==> config.mk <==
export PLATFORM = sky130hd
export DESIGN_NAME = fifo_ctrl
export DESIGN_NICKNAME = d
export VERILOG_FILES = /design/src/rtl/fifo_ctrl.sv
export SDC_FILE = /design/constraint.sdc
export NUM_CORES = 1
export LEC_CHECK = 0
export BUFFER_PORTS_ARGS = -buffer_cell sky130_fd_sc_hd__buf_2
export CAP_MARGIN = 20
export CORE_ASPECT_RATIO = 2
export CORE_MARGIN = 5
export CORE_UTILIZATION = 45
export CTS_CLUSTER_SIZE = 40
export DETAILED_ROUTE_END_ITERATION = 6
export GPL_TIMING_DRIVEN = 0
export HOLD_SLACK_MARGIN = 0.03
export PLACE_DENSITY = 0.74
export SYNTH_ARGS = -nofsm -noshare
export SYNTH_HDL_FRONTEND = slang
export SYNTH_SLANG_ARGS = --single-unit
==> constraint.sdc <==
create_clock -name clk -period 7.4 [get_ports clk]
set_clock_uncertainty 0.2 [all_clocks]
set_input_delay 0.37 -clock clk [delete_from_list [all_inputs] [get_ports clk]]
set_output_delay 0.37 -clock clk [all_outputs]
set_load 0.02 [all_outputs]
==> src/rtl/fifo_ctrl.sv <==
// Synchronous FIFO controller driving an external 1-cycle-latency RAM.
// Optional sticky overflow/underflow flags are enabled with FIFO_ERR_FLAGS_EN.
module fifo_ctrl #(
  parameter int DATA_W    = 8,
  parameter int ADDR_W    = 6,
  parameter int AF_THRESH = 56,
  parameter int AE_THRESH = 8
) (
  input  logic              clk,
  input  logic              rst,
  input  logic              push,
  input  logic [DATA_W-1:0] push_data,
  input  logic              pop,
  output logic [DATA_W-1:0] pop_data,
  output logic              pop_valid,
  output logic              full,
  output logic              empty,
  output logic              almost_full,
  output logic              almost_empty,
  output logic [ADDR_W:0]   count,
  output logic              overflow,
  output logic              underflow,
  output logic              ram_we_en,
  output logic [ADDR_W-1:0] ram_we_addr,
  output logic [DATA_W-1:0] ram_din,
  output logic              ram_rd_en,
  output logic [ADDR_W-1:0] ram_re_addr,
  input  logic [DATA_W-1:0] ram_dout
);

  localparam int DEPTH = 1 << ADDR_W;
  localparam logic [ADDR_W:0]   CNT_ONE  = (ADDR_W+1)'(1);
  localparam logic [ADDR_W:0]   CNT_LAST = (ADDR_W+1)'(DEPTH - 1);
  localparam logic [ADDR_W:0]   AF_C     = (ADDR_W+1)'(AF_THRESH);
  localparam logic [ADDR_W:0]   AE_C     = (ADDR_W+1)'(AE_THRESH);
  localparam logic [ADDR_W-1:0] PTR_ONE  = ADDR_W'(1);

  typedef enum logic [1:0] {
    S_EMPTY = 2'd0,
    S_PART  = 2'd1,
    S_FULL  = 2'd2
  } state_t;

  state_t            state_q, state_d;
  logic [ADDR_W-1:0] wr_ptr_q, wr_ptr_d;
  logic [ADDR_W-1:0] rd_ptr_q, rd_ptr_d;
  logic [ADDR_W:0]   count_q, count_d;
  logic              almost_full_q, almost_full_d;
  logic              almost_empty_q, almost_empty_d;
  logic              pop_valid_q, pop_valid_d;
  logic              push_acc, pop_acc;

  always_comb begin
    push_acc       = push & ~rst & (state_q != S_FULL);
    pop_acc        = pop  & ~rst & (state_q != S_EMPTY);
    wr_ptr_d       = wr_ptr_q;
    rd_ptr_d       = rd_ptr_q;
    count_d        = count_q;
    state_d        = state_q;
    pop_valid_d    = pop_acc;

    if (push_acc) begin
      wr_ptr_d = wr_ptr_q + PTR_ONE;
    end else begin
      wr_ptr_d = wr_ptr_q;
    end
    if (pop_acc) begin
      rd_ptr_d = rd_ptr_q + PTR_ONE;
    end else begin
      rd_ptr_d = rd_ptr_q;
    end

    case ({push_acc, pop_acc})
      2'b10:   count_d = count_q + CNT_ONE;
      2'b01:   count_d = count_q - CNT_ONE;
      default: count_d = count_q;
    endcase

    // Transitions only fire on a net change in occupancy across a boundary.
    case (state_q)
      S_EMPTY: begin
        if (push_acc) state_d = S_PART;
        else          state_d = S_EMPTY;
      end
      S_PART: begin
        if (pop_acc && !push_acc && count_q == CNT_ONE)       state_d = S_EMPTY;
        else if (push_acc && !pop_acc && count_q == CNT_LAST) state_d = S_FULL;
        else                                                  state_d = S_PART;
      end
      S_FULL: begin
        if (pop_acc) state_d = S_PART;
        else         state_d = S_FULL;
      end
      default: state_d = S_EMPTY;
    endcase

    almost_full_d  = (count_d >= AF_C);
    almost_empty_d = (count_d <= AE_C);
  end

  always_ff @(posedge clk) begin
    if (rst) begin
      state_q        <= S_EMPTY;
      wr_ptr_q       <= '0;
      rd_ptr_q       <= '0;
      count_q        <= '0;
      almost_full_q  <= 1'b0;
      almost_empty_q <= 1'b1;
      pop_valid_q    <= 1'b0;
    end else begin
      state_q        <= state_d;
      wr_ptr_q       <= wr_ptr_d;
      rd_ptr_q       <= rd_ptr_d;
      count_q        <= count_d;
      almost_full_q  <= almost_full_d;
      almost_empty_q <= almost_empty_d;
      pop_valid_q    <= pop_valid_d;
    end
  end

`ifdef FIFO_ERR_FLAGS_EN
  logic overflow_q, overflow_d;
  logic underflow_q, underflow_d;

  always_comb begin
    overflow_d  = overflow_q  | (push & (state_q == S_FULL));
    underflow_d = underflow_q | (pop  & (state_q == S_EMPTY));
  end

  always_ff @(posedge clk) begin
    if (rst) begin
      overflow_q  <= 1'b0;
      underflow_q <= 1'b0;
    end else begin
      overflow_q  <= overflow_d;
      underflow_q <= underflow_d;
    end
  end

  assign overflow  = overflow_q;
  assign underflow = underflow_q;
`else
  assign overflow  = 1'b0;
  assign underflow = 1'b0;
`endif

  // A read pending across a reset must not surface while rst is held.
  assign pop_valid    = pop_valid_q & ~rst;
  assign pop_data     = ram_dout;
  assign full         = (state_q == S_FULL);
  assign empty        = (state_q == S_EMPTY);
  assign almost_full  = almost_full_q;
  assign almost_empty = almost_empty_q;
  assign count        = count_q;

  assign ram_we_en    = push_acc;
  assign ram_we_addr  = wr_ptr_q;
  assign ram_din      = push_data;
  assign ram_rd_en    = pop_acc;
  assign ram_re_addr  = rd_ptr_q;

endmodule

### Word-level counts from Yosys, hierarchy flattened

Cells that the tools add are included.

| cells by class | value |
|---|---|
| add/subtract/negate cells | 4 |
| $lt $le $gt $ge | 2 |
| equal/unequal tests | 7 |
| muxes and demuxes | 6 |
| bitwise operators | 6 |
| reductions and logical operators | 8 |

Operators with widths:

| operator | number |
|---|---|
| 7-bit one-hot mux with 2 select lines | 1 |
| 6-bit by 1-bit adder with 6-bit output, second input constant | 2 |
| 7-bit by 1-bit adder with 7-bit output, second input constant | 1 |
| 7-bit by 1-bit == test with 1-bit output, second input constant | 1 |
| 7-bit by 6-bit == test with 1-bit output, second input constant | 1 |
| 7-bit by 6-bit >= comparator with 1-bit output, second input constant | 1 |
| 7-bit by 4-bit less-or-equal comparator with 1-bit output, second input constant | 1 |
| 7-bit by 1-bit subtractor with 7-bit output, second input constant | 1 |
| 2-bit two-way mux | 3 |
| 2-bit one-hot mux with 3 select lines | 1 |
| 1-bit AND | 5 |
| 2-bit by 1-bit == test with 1-bit output, second input constant | 2 |
| 2-bit == test, second input constant | 2 |
| 1-bit logical AND | 4 |
| 1-bit logical NOT | 2 |
| 2-bit logical NOT | 1 |
| 2-bit inequality test, second input constant | 1 |
| 2-bit nonzero test | 1 |
| 1-bit two-way mux | 1 |
| 1-bit NOT | 1 |

| storage, ports and cells | value |
|---|---|
| register bits | 24 |
| bits of input ports | 20 |
| word-level logic and storage cells | 40 |

### Depth between registers and ports, before layout

Gate-level depths: netlist of run 1.

| depth | value |
|---|---|
| depth in word-level cells | 9 |
| depth in mapped cells | 10 |

### Worst setup path after synthesis of run 1

OpenSTA, ideal clock, no wires.

| timing path | value |
|---|---|
| path type | reg2reg |
| start | reg state_q[1] |
| end | reg almost_empty_q (netlist: almost_empty) |
| arrival time | 2.383 ns |
| required time | 7.104 ns |
| setup slack | 4.722 ns |
| cell stages (with the launch flop) | 10 |
| buffers on the path | 1 |
| period minus slack after synthesis | 2.678 ns |
| cells stage by stage | dfxtp_1 o21ai_0 nor2_1 ha_1 buf_2 nor3b_1 and3_1 a211o_1 or2_1 o41ai_2 |

| between the ends | value |
|---|---|
| longest elaborated chain between the ends | 5 |
| elaborated cells on any way between the ends | 8 |
| classes of those cells | order compare: 1; eq/ne: 3; mux: 1; bitwise: 2; reduce/logical: 1 |

Ends and longest elaborated chain:

| what | line | source |
|---|---|---|
| start, declared | 44 | `state_t state_q, state_d;` |
| start signal, assigned | 111 | `state_q <= state_d;` |
| 2-bit nonzero test * | 55 | `pop_acc = pop & ~rst & (state_q != S_EMPTY);` |
| 1-bit AND * | 55 |  |
| named net ram_rd_en | 26 | `output logic ram_rd_en,` |
| 2-bit by 1-bit == test with 1-bit output / 2-bit == test (equally long branches) | 73 | `case ({push_acc, pop_acc})` |
| 7-bit one-hot mux with 2 select lines * | 73 |  |
| 7-bit by 4-bit less-or-equal comparator with 1-bit output * | 98 | `almost_empty_d = (count_d <= AE_C);` |
| end signal, assigned | 116 | `almost_empty_q <= almost_empty_d;` |
| end, declared | 49 | `logic almost_empty_q, almost_empty_d;` |

Mark *: on every way through the listed nets, which the timed path passes. The rest lies on a longest branch.
A chain may end at the register's enable or synchronous reset.

### Worst setup path after layout of run 1

| timing path | value |
|---|---|
| start | reg state_q[1] |
| end | reg almost_empty_q (netlist: almost_empty) |

| between the ends | value |
|---|---|
| longest elaborated chain between the ends | 5 |
| elaborated cells on any way between the ends | 8 |
| classes of those cells | order compare: 1; eq/ne: 3; mux: 1; bitwise: 2; reduce/logical: 1 |

Ends and longest elaborated chain:

| what | line |
|---|---|
| 2-bit inequality test / 2-bit nonzero test (equally long branches) | 54, 55 |
| 1-bit AND, on equally long branches | 54, 55 |
| 2-bit by 1-bit == test with 1-bit output / 2-bit == test (equally long branches) | 73 |
| 7-bit one-hot mux with 2 select lines * | 73 |
| 7-bit by 4-bit less-or-equal comparator with 1-bit output * | 98 |

Mark *: on every way between the ends. The rest lies on a longest branch, timed or not.

==> results.json, run 1 <==
{
  "status": "finished, final reports clean",
  "fin_nets": 262,
  "setup_tns_ns": 0,
  "design.core.area_sq_mm": 0.003341,
  "cts_tree": "built",
  "endpoint_kind": "flip-flop",
  "syn_avg_cell_area_sq_um": 8.282,
  "clk_pin_slew_worst_paths_ns": 0.09,
  "grt_pass1_wl_mm": 6.196,
  "finalCritPeriodShare_pct": 38.60,
  "finalHoldViolations": 0,
  "p_leak_nw": 0.9006,
  "clock_path_buffers": 2,
  "synth_seq_cells": 24,
  "ys_warn_count": 0,
  "cts_setup_buffers": 0,
  "hold_path_depth": 2,
  "final-seq-area_sq_um": 480.5,
  "multiInputGateArea_sq_um": 824.5,
  "antennaDiodeCount": 0,
  "synth-async-reset-ratio_pct": 0,
  "firstDrtPassIters": 4,
  "netlist_instances": 184,
  "syn_to_final_growth_pct": 22.33,
  "path_max_fanout": 10,
  "cap_viol_max_count": 0,
  "die-area_sq_mm": 0.004721,
  "crit_path_start_kind": "flip-flop",
  "synth-edff-count": 0,
  "synth_commonest_cells": "26 x nor2_1, 24 x dfxtp_1, 18 x buf_4",
  "pwr-share-seq_pct": 44.2,
  "critical_path_class": "reg2reg",
  "synth_area_leader_cell": "dfxtp_1",
  "clk_latency_ns": 0.27,
  "slew_headroom_pct": 66.28,
  "drive_gt1_share_pct": 33.76,
  "worst_slew_pin_slew_ns": 0.5005,
  "synth.most_common_cell": "nor2_1",
  "cts_resized": 0,
  "overflow": 0,
  "cts_sinks": 24,
  "hp-class": "in2reg",
  "switching_share_pct": 26.04,
  "initial_core_util_pct": 45.62,
  "cts_max_level": 1,
  "track_usage_pct": 16.63,
  "max_freq_mhz": 350.1,
  "clock_power_share_pct": 37.5,
  "cp.arrival_ns": 2.83,
  "pwr_density_cell_mw_per_mm2": 165.5,
  "p_comb_share_pct": 18.3,
  "reg2regPathDepth": 9,
  "place.port_buffers": 45,
  "antenna_found_initial": 0,
  "finish.instance_area_sq_mm": 0.001864,
  "cts_root_buf": "clkbuf_8",
  "critical_path.cell_chain": "o21ai_0 -> nor2_1 -> ha_1 -> buf_2 -> nor3b_1 -> and3_1 -> a211o_1 -> or2_1 -> o41ai_2",
  "timing.hold.ws_ns": 0.1251,
  "place_hpwl_mm": 2.910,
  "postRouteAntennaNets": 0,
  "synth-seq-area-share_pct": 31.53,
  "fillers": 320,
  "yosys.area.top_type_share_pct": 31.53,
  "setup_viol": 0,
  "drtIter0Drc": 43,
  "critical_path_required_ns": 7.38,
  "min_period_ns": 2.856,
  "grt_max_degree": 15,
  "synth_area_leaders": "dfxtp_1 32%, buf_4 8.9%, nor2_1 6.4%, ha_1 5.7%, xor2_1 4.6%",
  "dieHeight_microns": 92.30,
  "maxSlewViolCount": 0,
  "netlist_area_sq_mm": 0.001524,
  "avgRoutedWirePerCell_microns": 13.59,
  "p_int_mw": 0.2281,
  "numCtsBuffers": 3,
  "crit_path_max_incr_delay_ns": 0.44,
  "rows": 30,
  "via_count": 1421,
  "power_switching_mw": 0.08033,
  "grt_setup_unrepaired": "false",
  "placed_cell_area_sq_mm": 0.001793,
  "synth.distinct_cells": 53,
  "die_w_microns": 51.15,
  "grt_pass1_vias": 1458,
  "synth_flop_cell": "dfxtp_1",
  "wl_mm": 3.614,
  "vdd_ir_drop_max_mv": 0.1269,
  "cts_hold_buf": 0,
  "slowest_stage": "o21ai_0",
  "ios": 64,
  "drc_errors": 0,
  "vias_per_cell": 5.342,
  "place_congestion": 0.8956
}
## through the flow
step	util [%]	cells	setup slack [ns]	power [mW]
floorplan	-	185	4.722	0.1803
global placement	53.67	262	4.569	0.1949
detailed placement	53.67	262	4.568	0.1958
CTS	55.81	266	4.521	0.3103
global route	55.81	266	4.276	0.3213
finish	55.81	266	4.544	0.3085
## power groups by stage
stage	Clock [mW]	Combinational, mW	Sequential, mW
6_report	0.116	0.0564	0.136
5_1_grt	0.122	0.0620	0.137
4_1_cts	0.117	0.0569	0.136
3_5_place_dp	0	0.0564	0.139
3_3_place_gp	0	0.0557	0.139
2_1_floorplan	0	0.0383	0.142
## path summary, 6_finish.rpt
check | startpoint | to | slack (ns)
worst max-delay path | state_q[1] | almost_empty | 4.54
worst min register to register | ram_we_addr[1] | ram_we_addr[1] | 0.31
worst min-delay path | rst | ram_re_addr[1] | 0.13
worst max register to register | state_q[1] | almost_empty | 4.54
## sequential cells by signal, summed over array words and instances, names as in the netlist
register and count:
count 7, state_q 2, ram_re_addr 6, ram_we_addr 6, almost_empty 1, pop_valid_q 1
almost_full 1
## cell families after synthesis
family                     after synthesis  synth area share, %
AOI/OAI and AO/OA                       33                15.68
xor gates and xnor gates                 9                5.173
other                                    1               0.2461
adders and majority gates                7                5.747
DFF                                     24                31.53
and+or+nand+nor                         71                23.98
buffers and inverters                   35                14.61
muxes                                    4                3.037
## placed cells by master, fill, tap and decap left out, drive strengths merged, types with 2 or more instances in the layout
cell | Yosys | final
nand2 | 11 | 11
o31ai | 2 | 2
conb | 1 | 2
nor3b | 2 | 2
nor2 | 26 | 26
or2 | 2 | 2
mux2i | 2 | 2
mux2 | 2 | 2
inv | 8 | 8
nand3 | 6 | 6
ha | 7 | 7
and2 | 2 | 2
nor2b | 2 | 2
nor3 | 4 | 4
dfxtp | 24 | 24
xor2 | 8 | 8
a221o | 3 | 3
a21oi | 12 | 12
clkbuf | 4 | 7
buf | 23 | 68
and3 | 3 | 3
o21ai | 3 | 3
nand4 | 4 | 4
## layer usage
metal  track usage [%]  vias to the layer above  share of wire [%]  routed length, microns
met5                 0                        -                  0                       0
met2             32.33                       54                 56                    2011
li1                  -                      714                  -                       -
met3             2.415                        8                5.9                     215
met1             15.98                      645                 36                    1286
met4             8.090                        0                2.8                     102
## final cells by class
cell class	count	area share, %
timing repair buffer	45	12.08
tap	32	2.148
buffer	27	10.34
clock buffer	3	2.215
clock inverter	1	1.611
multi-input combinational	126	44.23
inverter	8	1.611
sequential	24	25.77
## critical path: cells and delay by family (launching register included)
family                     cells  cell delay (ns)
AOI/OAI and AO/OA              3             1.04
and+or+nand+nor                4             0.65
DFF                            1             0.35
adders and majority gates      1             0.30
buffers and inverters          1             0.21
Note: power is estimated with default switching activity, not from simulation.
==> inputs of run 2 (changes only) <==
--- a/config.mk
+++ b/config.mk
@@ -9,7 +9,7 @@
 export CAP_MARGIN = 20
 export CORE_ASPECT_RATIO = 2
 export CORE_MARGIN = 5
-export CORE_UTILIZATION = 45
+export CORE_UTILIZATION = 43
 export CTS_CLUSTER_SIZE = 40
 export DETAILED_ROUTE_END_ITERATION = 6
 export GPL_TIMING_DRIVEN = 0
==> constraint.sdc (replaced) <==
create_clock -name clk -period 2.3 [get_ports clk]
set_clock_uncertainty 0.2 [all_clocks]
set_input_delay 0.115 -clock clk [delete_from_list [all_inputs] [get_ports clk]]
set_output_delay 0.115 -clock clk [all_outputs]
set_load 0.02 [all_outputs]
==> run 2 against run 1 <==
  * Sequential power increased to 3.2 times the previous value
  * Sequential share of layout area decreased by 1.8 points
  * Final cell count increased by 9.4%
  * Flip-flop and latch count unchanged
  * Routed wire length increased by 7.3%
  * Non-clock buffer count increased by 9
  * Die area increased by 3.9%
  * First-iteration DRC count decreased by 37%
  * Critical path depth unchanged
  * Hold slack got worse by 0.050 ns
  * Critical endpoint unchanged
==> results.json, run 2 (synthesized netlist as in run 1, its figures left out) <==
{
  "status": "finished, final reports clean",
  "path_max_fanout": 4,
  "multiInputGateArea_sq_um": 909.6,
  "r2r_slack_ns": 0.07,
  "max_freq_mhz": 449.3,
  "final_cell_mix": "45 x buf_2, 25 x nor2_1, 24 x buf_4, 20 x dfxtp_1",
  "vias_per_cell": 5.117,
  "pwr_density_cell_mw_per_mm2": 440.1,
  "maxSlewViolCount": 0,
  "dieHeight_microns": 94.19,
  "fillers": 336,
  "fin_nets": 271,
  "min_period_ns": 2.225,
  "die-area_sq_mm": 0.004907,
  "via_count": 1489,
  "cts_root_buf": "clkbuf_8",
  "clk_latency_ns": 0.26,
  "drc_errors": 0,
  "wl_mm": 3.878,
  "syn_to_final_growth_pct": 34.15,
  "initial_core_util_pct": 44.62,
  "min_from": "pop",
  "hold_path_depth": 4,
  "clk_pin_slew_worst_paths_ns": 0.08,
  "place.port_buffers": 45,
  "slew_headroom_pct": 64.13,
  "grt_pass1_vias": 1382,
  "cts_max_level": 1,
  "crit_path_start_kind": "flip-flop",
  "p_leak_nw": 0.9542,
  "setup_viol": 0,
  "clock_path_buffers": 2,
  "cp.arrival_ns": 2.20,
  "postRouteAntennaNets": 0,
  "grt_max_degree": 14,
  "reg2regPathDepth": 9,
  "rows": 30,
  "final-seq-area_sq_um": 490.5,
  "worst_slew_pin_slew_ns": 0.5381,
  "die_w_microns": 52.10,
  "cts_sinks": 24,
  "antennaDiodeCount": 0,
  "firstDrtPassIters": 4,
  "cts_tree": "built",
  "min_delay_worst_endpoint": "pop_valid_q",
  "hp-class": "in2reg",
  "drive_gt1_share_pct": 40.74,
  "r2r_start": "state_q[0]",
  "largest_reg_flops": 7,
  "utilization_pct": 59.85,
  "endpoint_kind": "flip-flop",
  "vdd_ir_drop_max_mv": 0.3078,
  "final_common_cell": "buf_2",
  "overflow": 0,
  "avgRoutedWirePerCell_microns": 13.33,
  "antenna_found_initial": 0,
  "critical_path_required_ns": 2.27,
  "drtIter0Drc": 27,
  "p_total_mw": 0.8997,
  "design.core.area_sq_mm": 0.003416,
  "finalHoldViolations": 0,
  "place_hpwl_mm": 2.915,
  "grt_pass1_wl_mm": 6.051,
  "grt_setup_unrepaired": "true",
  "r2r-end": "almost_empty",
  "numCtsBuffers": 3,
  "finalCritPeriodShare_pct": 96.76,
  "place_congestion": 0.8223,
  "cap_viol_max_count": 0,
  "ios": 64,
  "critical_path_class": "reg2reg",
  "track_usage_pct": 16.11
}
## run 2: worst max-delay path, stage by stage (launching register included)
cell,delay [ns]
dfxtp_4,0.37
nand2b_4,0.16
nand3_4,0.10
inv_2,0.06
ha_4,0.16
nor3b_2,0.14
and3_1,0.17
a211o_1,0.29
or2_1,0.24
o41ai_2,0.26
## run 2: worst max-delay path by stage
stage | start | endpoint | slack (ns)
2_1_floorplan | state_q[0] | almost_empty | 0.0006
3_3_place_gp | state_q[0] | almost_empty | -0.12
3_5_place_dp | state_q[0] | almost_empty | -0.13
4_1_cts | state_q[0] | almost_empty | 0.003
5_1_grt | state_q[0] | almost_empty | -0.03
6_report | state_q[0] | almost_empty | 0.07
## run 2: layer usage
| layer | GRT usage [%] | share of wire [%] |
|---|---|---|
| met1 | 16.39 | 36 |
| met2 | 30.67 | 56 |
| met3 | 1.590 | 6.0 |
| met4 | 7.877 | 2.2 |
| met5 | 0 | 0 |
## run 2: repair_timing
item                                    in CTS  in global routing
gates resized for setup                      6                  9
endpoints found under the setup margin       5                  3
hold buffers                                 4                  0
pin swaps                                    4                  8
endpoints found under the hold margin        4                  0
setup buffers                                5                  1
## run 2: where the power goes
part / switching, mW / internal [mW] / leakage (nW)
sequential: 0.0128 / 0.425 / 0.197
clock: 0.128 / 0.124 / 0.0228
combinational: 0.116 / 0.0941 / 0.735
## run 2: area by class of cell
| cell class | count | share of cell area, % |
|---|---|---|
| buffer | 26 | 9.731 |
| sequential | 24 | 23.99 |
| multi-input combinational | 126 | 44.49 |
| clock buffer | 4 | 2.203 |
| tap | 48 | 2.938 |
| timing repair buffer | 55 | 15.18 |
| inverter | 8 | 1.469 |
## run 2: metrics by stage
step / TNS [ns] / worst slack (ns) / hold slack [ns] / cell area [sq um] / instances
2_1_floorplan: 0 / 0.0006004 / -0.01593 / 1583 / 185
3_3_place_gp: -0.2782 / -0.1171 / 0.1834 / 1868 / 278
3_5_place_dp: -0.3637 / -0.1304 / 0.1949 / 1868 / 278
4_1_cts: 0 / 0.003251 / 0.05589 / 2002 / 290
5_1_grt: -0.03191 / -0.03191 / 0.08148 / 2044 / 291
6_report: 0 / 0.07452 / 0.07481 / 2044 / 291
==> inputs of run 3 (changes only) <==
==> constraint.sdc (replaced) <==
create_clock -name clk -period 1.9 [get_ports clk]
set_clock_uncertainty 0.2 [all_clocks]
set_input_delay 0.095 -clock clk [delete_from_list [all_inputs] [get_ports clk]]
set_output_delay 0.095 -clock clk [all_outputs]
set_load 0.02 [all_outputs]
==> run 3 against run 2 <==
  * The flow now finishes with violations (negative setup slack)
  * Global-route usage increased by 0.53 points
  * Flip-flop and latch count stayed put
  * Routed wire length grew 1.5%
  * Largest cell class unchanged
  * Sequential power grew 21%
  * Utilization up 4.4 points
  * Combinational power increased by 40%
  * Design area up 7.3%
  * Final cell count is 2.1% higher
==> results.json, run 3 (synthesized netlist as in run 1, its figures left out) <==
{
  "status": "finished, violations left",
  "min_period_ns": 2.216,
  "r2r_start": "state_q[0]",
  "wl_met1_mm": 1.419,
  "final_cell_mix": "45 x buf_2, 30 x buf_4, 24 x nor2_1, 20 x dfxtp_1, 11 x nand2_1",
  "setup_tns_ns": -1.093,
  "drtIter0Drc": 16,
  "track_usage_pct": 16.63,
  "postRouteAntennaNets": 0,
  "cts_root_buf": "clkbuf_8",
  "place_congestion": 0.9040,
  "numCtsBuffers": 3,
  "crit_path_max_incr_delay_ns": 0.38,
  "routed.top_layer": "met4",
  "reg2regPathDepth": 8,
  "largest_reg_flops": 7,
  "cp.arrival_ns": 2.18,
  "cp_top_family": "simple AND/OR/NAND/NOR gates",
  "r2r_slack_ns": -0.32,
  "grt_pass1_wl_mm": 6.313,
  "cp-startpoint": "state_q[0]",
  "avgRoutedWirePerCell_microns": 13.26,
  "slew_headroom_pct": 66.51,
  "clk_latency_ns": 0.26,
  "drive_gt1_share_pct": 46.18,
  "placed_cell_area_sq_mm": 0.001929,
  "max_freq_mhz": 451.2,
  "p_total_mw": 1.124,
  "antenna_found_initial": 0,
  "pwr_density_cell_mw_per_mm2": 512.4,
  "final_common_cell": "buf_2",
  "crit_buf_inv": 0,
  "fin_ws_ns": -0.3163,
  "finish.instance_area_sq_mm": 0.002193,
  "critical_path_class": "reg2reg",
  "place.port_buffers": 45,
  "worst_slew_pin_slew_ns": 0.5023,
  "violations": "negative setup slack",
  "grt_max_degree": 14,
  "syn_to_final_growth_pct": 43.92,
  "clk_pin_slew_worst_paths_ns": 0.08,
  "setup_viol": 8,
  "finalCritPeriodShare_pct": 116.6,
  "die-area_sq_mm": 0.004907,
  "cap_viol_max_count": 0,
  "cts_sinks": 24,
  "fin_nets": 277,
  "vdd_ir_drop_max_mv": 0.5188,
  "wl_mm": 3.938,
  "cts_tree": "built",
  "rows": 30,
  "fillers": 300,
  "clock_path_buffers": 2,
  "p_leak_nw": 1.007,
  "place_hpwl_mm": 2.911,
  "initial_core_util_pct": 44.62,
  "maxSlewViolCount": 0,
  "finalHoldViolations": 0,
  "design.core.area_sq_mm": 0.003416,
  "crit_path_start_kind": "flip-flop",
  "die_w_microns": 52.10,
  "hp-class": "in2reg",
  "firstDrtPassIters": 4,
  "vias_per_cell": 5.034,
  "critical_path.cell_chain": "nand2b_4 -> nand3_4 -> ha_4 -> nor3b_2 -> and3_1 -> a211o_1 -> or2_1 -> o41ai_2",
  "grt_setup_unrepaired": "true",
  "drc_errors": 0,
  "cp.depth": 8,
  "dr_wl_met2_mm": 2.159,
  "grt_pass1_vias": 1431,
  "antennaDiodeCount": 0,
  "dieHeight_microns": 94.19,
  "via_count": 1495,
  "critical_path_required_ns": 1.87,
  "wl_met3_microns": 214,
  "r2r-end": "almost_empty",
  "path_max_fanout": 6,
  "endpoint_kind": "flip-flop",
  "timing.hold.ws_ns": 0.03670,
  "endpoint": "almost_empty",
  "slowest_stage": "dfxtp_4",
  "ios": 64,
  "dp_slack_ns": -0.4299,
  "cts_max_level": 1,
  "overflow": 0
}
==> run 3: final cells by class <==
| class | instances | area [sq um] | share of cell area (%) |
|---|---|---|---|
| Inverter | 8 | 35.03 | 1.597 |
| Sequential cell | 24 | 493.0 | 22.48 |
| Buffer | 26 | 217.7 | 9.926 |
| Multi-Input combinational cell | 126 | 987.2 | 45.01 |
| Clock buffer | 4 | 45.04 | 2.054 |
| Tap cell | 48 | 60.06 | 2.738 |
| Timing Repair Buffer | 61 | 355.3 | 16.20 |
==> run 3: worst register-to-register path: stages, from the launching register on <==
cell,delay [ns]
dfxtp_4,0.38
nand2b_4,0.14
nand3_4,0.10
ha_4,0.33
nor3b_2,0.05
and3_1,0.17
a211o_1,0.24
or2_1,0.24
o41ai_2,0.28
==> run 3: worst min path at each step <==
stage,from,cells after the start,slack [ns],endpoint
after floorplan,rst,1,-0.04,ram_re_addr[1]
after global placement,rst,2,0.17,ram_re_addr[1]
after detailed placement,rst,2,0.16,ram_re_addr[1]
after CTS,pop,4,0.03,pop_valid_q
after global routing,pop,4,0.06,pop_valid_q
final,pop,4,0.04,pop_valid_q
==> run 3: power by group <==
group          internal, mW  switching, mW
combinational         0.137          0.155
sequential            0.514         0.0147
clock                 0.150          0.153
==> run 3: through the flow <==
stage	utilization, %	std cells
global placement	56.48	278
detailed placement	56.48	278
finish	64.21	297
floorplan	-	185
CTS	62.78	295
global route	64.21	297
==> run 3: what timing repair did <==
action                                  in CTS  in global routing
setup buffers                               10                  2
resized for setup                           13                 10
gates cloned                                 0                  0
hold endpoints to repair                     4                  0
pin swaps                                   10                 11
hold buffers                                 4                  0
endpoints found under the setup margin      10                 12
==> run 3: per-layer routing <==
metal / track usage (%) / vias to the layer above
li1: - / 748
met2: 30.04 / 52
met5: 0 / -
met1: 17.41 / 684
met4: 9.409 / 0
met3: 2.385 / 11
